**config.mk**
```make
export PLATFORM = sky130hd
export DESIGN_NAME = seq_detect
export DESIGN_NICKNAME = d
export VERILOG_FILES = /design/src/rtl/seq_detect.sv
export SDC_FILE = /design/constraint.sdc
export NUM_CORES = 1
export LEC_CHECK = 0
export ABC_CLOCK_PERIOD_IN_PS = 1500
export CAP_MARGIN = 40
export CORE_AREA = 2 2 39 41
export CTS_BUF_LIST = sky130_fd_sc_hd__clkbuf_4
export DETAILED_ROUTE_END_ITERATION = 16
export DIE_AREA = 0 0 41 43
export PLACE_DENSITY_LB_ADDON = 0.12
export SLEW_MARGIN = 20
export SYNTH_ARGS = -nofsm -noshare
export SYNTH_HDL_FRONTEND = slang
export SYNTH_SLANG_ARGS = --single-unit
```
**constraint.sdc**
```tcl
create_clock -name clk -period 1.5 [get_ports clk]
set_clock_uncertainty 0.15 [all_clocks]
set_input_delay 0.3 -clock clk [delete_from_list [all_inputs] [get_ports clk]]
set_output_delay 0.3 -clock clk [all_outputs]
set_load 0.01 [all_outputs]
```
**src/rtl/seq_detect.sv**
```systemverilog
// rtl/seq_detect.sv - parametrised serial pattern detector (KMP-style fallback tables)
// Optional saturating match counter and count port: define SEQ_DETECT_COUNT_EN.
module seq_detect #(
  parameter int                 PAT_LEN = 4,
  parameter logic [PAT_LEN-1:0] PATTERN = 4'b0110,
  parameter bit                 OVERLAP = 1'b1,
  parameter bit                 REG_OUT = 1'b0,
  parameter int                 CNT_W   = 8
) (
  input  logic                           clk,
  input  logic                           rst,
  input  logic                           en,
  input  logic                           in,
  input  logic                           clr,
  output logic                           match,
  output logic [$clog2(PAT_LEN+1)-1:0]   progress
`ifdef SEQ_DETECT_COUNT_EN
  ,
  output logic [CNT_W-1:0]               count
`endif
);

  localparam int KW    = $clog2(PAT_LEN + 1);
  localparam int DEPTH = 1 << KW;

  // Pattern bit i in arrival order (bit 0 is received first).
  function automatic int pat_bit(input int i);
    return int'(PATTERN[PAT_LEN-1-i]);
  endfunction

  // Longest j <= k where the last j bits of (prefix k, then b) equal prefix j.
  function automatic int miss_next(input int k, input int b);
    int r;
    int s;
    bit ok;
    r = 0;
    for (int j = 1; j <= k; j++) begin
      ok = 1'b1;
      for (int i = 0; i < j; i++) begin
        s = (k + 1 - j + i == k) ? b : pat_bit(k + 1 - j + i);
        if (s != pat_bit(i)) ok = 1'b0;
      end
      if (ok) r = j;
    end
    return r;
  endfunction

  function automatic int border();
    int r;
    bit ok;
    r = 0;
    for (int j = 1; j < PAT_LEN; j++) begin
      ok = 1'b1;
      for (int i = 0; i < j; i++)
        if (pat_bit(i) != pat_bit(PAT_LEN - j + i)) ok = 1'b0;
      if (ok) r = j;
    end
    return r;
  endfunction

  localparam logic [KW-1:0] K_AFTER = OVERLAP ? KW'(border()) : '0;

  if (PAT_LEN < 2 || CNT_W < 1) begin : g_bad_param
    $error("seq_detect: PAT_LEN must be >= 2 and CNT_W >= 1");
  end

  logic [DEPTH-1:0] exp_bit;
  logic [KW-1:0]    miss0 [DEPTH];
  logic [KW-1:0]    miss1 [DEPTH];

  // Tables padded to a power of two so k indexes them at full width.
  for (genvar g = 0; g < DEPTH; g++) begin : g_tab
    if (g < PAT_LEN) begin : g_live
      assign exp_bit[g] = PATTERN[PAT_LEN-1-g];
      assign miss0[g]   = KW'(miss_next(g, 0));
      assign miss1[g]   = KW'(miss_next(g, 1));
    end else begin : g_pad
      assign exp_bit[g] = 1'b0;
      assign miss0[g]   = '0;
      assign miss1[g]   = '0;
    end
  end

  logic [KW-1:0] k;
  logic [KW-1:0] k_nxt;
  logic          hit;
  logic          last;
  logic          match_c;

  assign hit     = (in == exp_bit[k]);
  assign last    = (k == KW'(PAT_LEN - 1));
  assign match_c = en & ~clr & hit & last;

  always_comb begin
    k_nxt = k;
    if (clr) begin
      k_nxt = '0;
    end else if (en) begin
      if (!hit)      k_nxt = in ? miss1[k] : miss0[k];
      else if (last) k_nxt = K_AFTER;
      else           k_nxt = k + 1'b1;
    end
  end

  always_ff @(posedge clk or posedge rst) begin
    if (rst) k <= '0;
    else     k <= k_nxt;
  end

  assign progress = k;

  if (REG_OUT) begin : g_reg_out
    logic match_q;
    always_ff @(posedge clk or posedge rst) begin
      if (rst) match_q <= 1'b0;
      else     match_q <= match_c;
    end
    assign match = match_q;
  end else begin : g_comb_out
    assign match = match_c;
  end

`ifdef SEQ_DETECT_COUNT_EN
  always_ff @(posedge clk or posedge rst) begin
    if (rst)                       count <= '0;
    else if (clr)                  count <= '0;
    else if (match_c && count != '1) count <= count + 1'b1;
  end
`endif

endmodule

```
# After elaboration in Yosys (flattened, before gate mapping)
# Memory sizes are Yosys's and may differ from the RTL's.
# Index checks and enable logic that the tools add are counted.
# Widths: inputs -> output; s select.
dict set report totals {
  mem_bits_ro 56
  out_inout_bits 4
  register_bits 3
  elab_cells 25
  inputBits 5
  mem_count 3
}
dict set report op_classes {
  bitwise_logic 5
  addsub 1
  eq_ne 2
  mux 10
  magnitude_cmp 2
  n_reduce_logical 1
}
# memory depth word_bits rd rd_clocked_by_memory_dff write_ports line_no
set mem_list {}
lappend mem_list {{(name not given)} 8 3 1 0 0 99} ;# if (!hit) k_nxt = in ? miss1[k] : miss0[k];
lappend mem_list {{(name not given)} 8 3 1 0 0 99}
lappend mem_list {{(name not given)} 8 1 1 0 0 90} ;# assign hit = (in == exp_bit[k]);
# cell n
set ops {}
lappend ops {{$mux 3} 9}
lappend ops {{$ge 4x4->1 const B} 1}
lappend ops {{$lt 3x4->1 const B} 1}
lappend ops {{$not 3->4} 1}
lappend ops {{$add 3x1->3 const B} 1}
lappend ops {{$and 1x1->1} 3}
lappend ops {{$eq 3x2->1 const B} 1}
lappend ops {{$reduce_bool 2->1} 1}
lappend ops {{$eq 1x1->1} 1}
lappend ops {{$mux 1} 1}
lappend ops {{$not 1->1} 1}

# Logic depth before layout (Yosys ltp)
dict set report depth {
  depth_word 8
  depth_mapped 5
  ltp_nobuf 5
}

# Least setup slack after synthesis
# Ideal clock, no wire load.
dict set report synth_timing {
  kind {register to output}
  startpoint {register k[0], in the netlist progress[0]}
  endpoint {output port match}
  slack_ns -0.308
  stages_incl_launch_ff 5
  arrival_ns 1.358
  n_path_buf 0
  required_time_ns 1.050
  path_cell_list {dfrtp_1 > inv_1 > ha_1 > xor2_1 > nor4_1}
}
dict set report synth_via {
  elab_chain_len 5
  word_cells_on_any_way 6
  cone_classes {eq/ne: 2; mux: 1; bitwise: 2; memory: 1}
}
# element line_no
set synth_rtl {}
lappend synth_rtl {{start, declared} 84} ;# logic [KW-1:0] k;
lappend synth_rtl {{start signal, assigned} 107} ;# else k <= k_nxt;
lappend synth_rtl {{$mem_v2 8x1} --}
lappend synth_rtl {{$mux 1 (implied by the code)} 90}
lappend synth_rtl {{$eq 1x1->1} 90}
lappend synth_rtl {{$and 1x1->1} 92} ;# assign match_c = en & ~clr & hit & last;
lappend synth_rtl {{$and 1x1->1 (*)} 92}
lappend synth_rtl {{end, declared} 15} ;# output logic match,
# Every way passes the cells marked *; elsewhere a longest branch is shown, timed or not. The select of a mux whose other input is x is not followed.

# Worst setup path in the final report
dict set report layout_timing {
  startpoint {register k[1], in the netlist progress[1]}
  endpoint {output port match}
}
# The elaborated chain is that of the path after synthesis.

==> results.txt <==
The run finished, with violations left. The checks that failed: negative setup slack. The power per cell area is ~700 nW/um^2.

In the final routed layout, each cell accounts on average for 10.5 um. The commonest register cell after synthesis is dfrtp_1. The cell sitting at the root of the clock tree is a clkbuf_4. The average vias per placed instance came out at between 4 and 5. The floorplan die height is around 43 um.

The final-report max-slew violation count is 0. The maximum buffer depth of the clock tree is 2. The distinct cell type count of the synthesized netlist came out at 19.

The routed design could run at a clock period as short as approximately 1.8 ns. STA classifies the critical path startpoint as a flip-flop. The number of warnings printed during yosys synthesis came out at 0.

Sorting the synthesized cells by area gives the leading types as dfrtp_1, ha_1, and3b_1, inv_1, nor2_1. Counting every net in the synthesized netlist gives 35. Global routing consumed, over all layers together, under 10% of the routing resources. The placed instance count is 60.

The CTS H-tree depth came out at 1. The area fraction of the dominant cell type after synthesis came out at 31.1%. TritonCTS built the clock tree. Setup total negative slack on the finished layout was measured at -0.304 ns. Excluding fillers, the count of instances in the completed layout stands at 64. The top cell type by total area after synthesis is dfrtp_1. Setup repair after global routing could not meet its margin everywhere. The number of maximum-capacitance constraint violations is 0. Buffers inserted to repair hold after CTS numbered 0.

The core footprint is 1380 sq um. The mapped netlist covers between 200 and 250 sq um. The async set-or-reset flop fraction in the synthesized netlist is between 90% and 100%.

The sum of buffers and inverters on the critical path is 2. The estimated wirelength of the detail-placed design came out at 485 um. The routed layout has between 200 and 300 vias.

The worst setup path is captured at an output port. Clock tree synthesis inserted a total of 3 buffers. The clock slew seen by the registers of the worst setup and hold paths came out at around 0.040 ns.

The global placement routability congestion came out at ~0.67. The hold violation total from the final report is 0. In this run the core area contains 14 standard-cell rows. After synthesis the netlist holds a flip-flop and latch count of 3. The die boundary width is ~41 um.

The slowest stage of the critical path belongs to the cell dfrtp_1. By count the netlist is led by inv_1, dfrtp_1, nor2_1, and3b_1, ha_1. The tree built by TritonCTS fans out to 3 sinks. The synthesized design contains 0 enable-type register cells.

In this design, the largest share of critical-path delay is due to flip-flops. Walking the worst path, the cells encountered are inv_2, ha_4, xor2_1, nor4_2, buf_2. The count of endpoints failing setup in the final report came out at 3.

The total congestion overflow after global routing came out at 0. The I/O pin count came out at 9. The class of the tightest hold or removal check is primary input to async pin. The final routed DRC violation total is 0.

For this run, the detailed router's first-pass iteration total came to 1. The port buffer count came out at 8. Across the VDD grid, the largest voltage drop is about 0.34 mV.

The leakage power is 0.216 nW. The total wirelength of the detailed-routed design is approximately 670 um. The delay of the slowest cell on the worst path came out at 0.38 ns. The number of antenna-violating nets in the routed design is 0.

The first global-routing pass estimated 1120 um of wire. The total inserted antenna cells is 0. The fraction of the cycle the final worst path needs is 118%. The via count of the first global-routing pass is around 270. The clock latency of the later-clocked register in the worst-skew pair came out at around 0.23 ns.

The data required time at the worst endpoint is ~1.1 ns. The buffer count from post-CTS setup fixing is 0. For the pin with the worst max-slew slack, the measured transition is between 0.15 and 0.2 ns. The number of antenna violations at the first check in global routing is 0. Entering global routing, the biggest net connects 8 pins. The register with the most flip-flops in the layout has 3 of them.

Of all nets on the critical path, the largest fanout is 2. The area of the die is approximately 1800 sq um. The share of the yosys chip area belonging to registers came out at between 30% and 40%. The area growth from synthesis to layout is 89.6%. The starting utilization of the core area is approximately 17%. Among all cell types in the netlist, the one instantiated most often is inv_1.

The arrival time at the worst endpoint is approximately 1.3 ns. In this run the tightest slew margin relative to its limit is 88.4%. The ratio of cells with drive above 1 in the final layout came out at roughly half. The worst setup path is of the flip-flop to output port kind. The average instance in the mapped netlist occupies 8.62 sq um. The count of nets after finishing came out at 56. The cell count after synthesis came out at 28. The top achievable clock speed is ~570 MHz. The smallest setup slack after layout is -0.266 ns. After the first detailed-routing iteration, the DRC count stood at 0.
==> metal layers <==
metal / vias up / wire (um) / GRT usage [%]
met1: 124 / 270 / 12.9
met5: - / 0 / 0
met2: 3 / 386 / 13.1
li1: 138 / - / -
met4: 0 / 0 / 8.00
met3: 0 / 16 / 1.57
==> cell families (layout without fill, tap and decap cells) <==
group | Yosys count | in the layout | synth area share [%]
AND/OR/NAND/NOR | 13 | 13 | 34.2
AO/OA/AOI/OAI | 5 | 5 | 14.5
buffers and inverters | 4 | 24 | 6.22
flip-flops | 3 | 3 | 31.1
adder cells (fa/ha/maj) | 2 | 2 | 10.4
XOR/XNOR | 1 | 1 | 3.63
==> power by group <==
group | switching (mW) | total [mW] | internal, mW | leakage [nW]
clock network | 0.0398 | 0.157 | 0.118 | 0.0184
logic | 0.0360 | 0.0819 | 0.0459 | 0.158
registers | 0.00208 | 0.0870 | 0.0849 | 0.0395
total | 0.0779 | 0.326 | 0.248 | 0.216
==> stage by stage <==
step	total power [mW]	util [%]	instance area, sq um	hold WS, ns	setup WS (ns)
final	0.326	33.1	458	0.0890	-0.266
after detailed placement	0.167	30.5	422	0.336	-0.677
after floorplan	0.124	-	262	-0.0964	-0.153
after CTS	0.333	32.7	453	0.0821	-0.293
after global routing	0.357	33.1	458	0.101	-0.371
after global placement	0.167	30.5	422	0.329	-0.684
==> repair_timing <==
action                     4_1_cts  5_1_grt
pin swaps                        3        0
resized for setup               11        5
setup endpoints to repair        6        6
==> path summary, 6_finish.rpt <==
| path | start | end | slack, ns | cells after the start |
|---|---|---|---|---|
| max | progress[1] | match | -0.27 | 5 |
| min | rst | progress[2] | 0.09 | 2 |
| max reg2reg | progress[0] | progress[0] | -0.03 | 6 |
| min reg2reg | progress[2] | progress[2] | 0.55 | 2 |
| max in group asynchronous | rst | progress[0] | 0.97 | 2 |
| min in group clk | progress[2] | progress[2] | 0.55 | 2 |
==> layout make-up <==
class | count | area [sq um]
fillers | 160 | 926
multi-input cells | 21 | 186
repair buffers | 16 | 130
flip-flops and latches | 3 | 76.3
clock buffers | 4 | 30.0
well taps | 16 | 20.0
inverters | 4 | 15.0
==> worst register-to-register path, stage by stage (launching register included) <==
cell      delay [ns]
dfrtp_2         0.40
buf_4           0.15
ha_2            0.18
buf_4           0.15
nor2b_2         0.13
o221ai_2        0.11
and3_1          0.15
==> cell usage in the layout (no fill, tap or decap) <==
cell type,instances
xor2_1,1
clkdlybuf4s15_1,2
nand3b_1,1
ha_4,1
and3_1,1
o221ai_2,1
nand2_1,1
dfrtp_1,2
and3b_1,2
or2b_1,1
nor2b_2,1
nor4_2,1
a21oi_1,1
and2b_2,1
nor3b_2,1
clkbuf_2,1
ha_2,1
clkbuf_4,4
inv_1,2
buf_4,8
o211ai_1,1
nor2_1,3
inv_2,2
buf_2,1
dfrtp_2,1
clkdlybuf4s50_1,4
o21ai_1,1
o2111ai_1,1
Note: power is estimated with default switching activity, not from simulation.
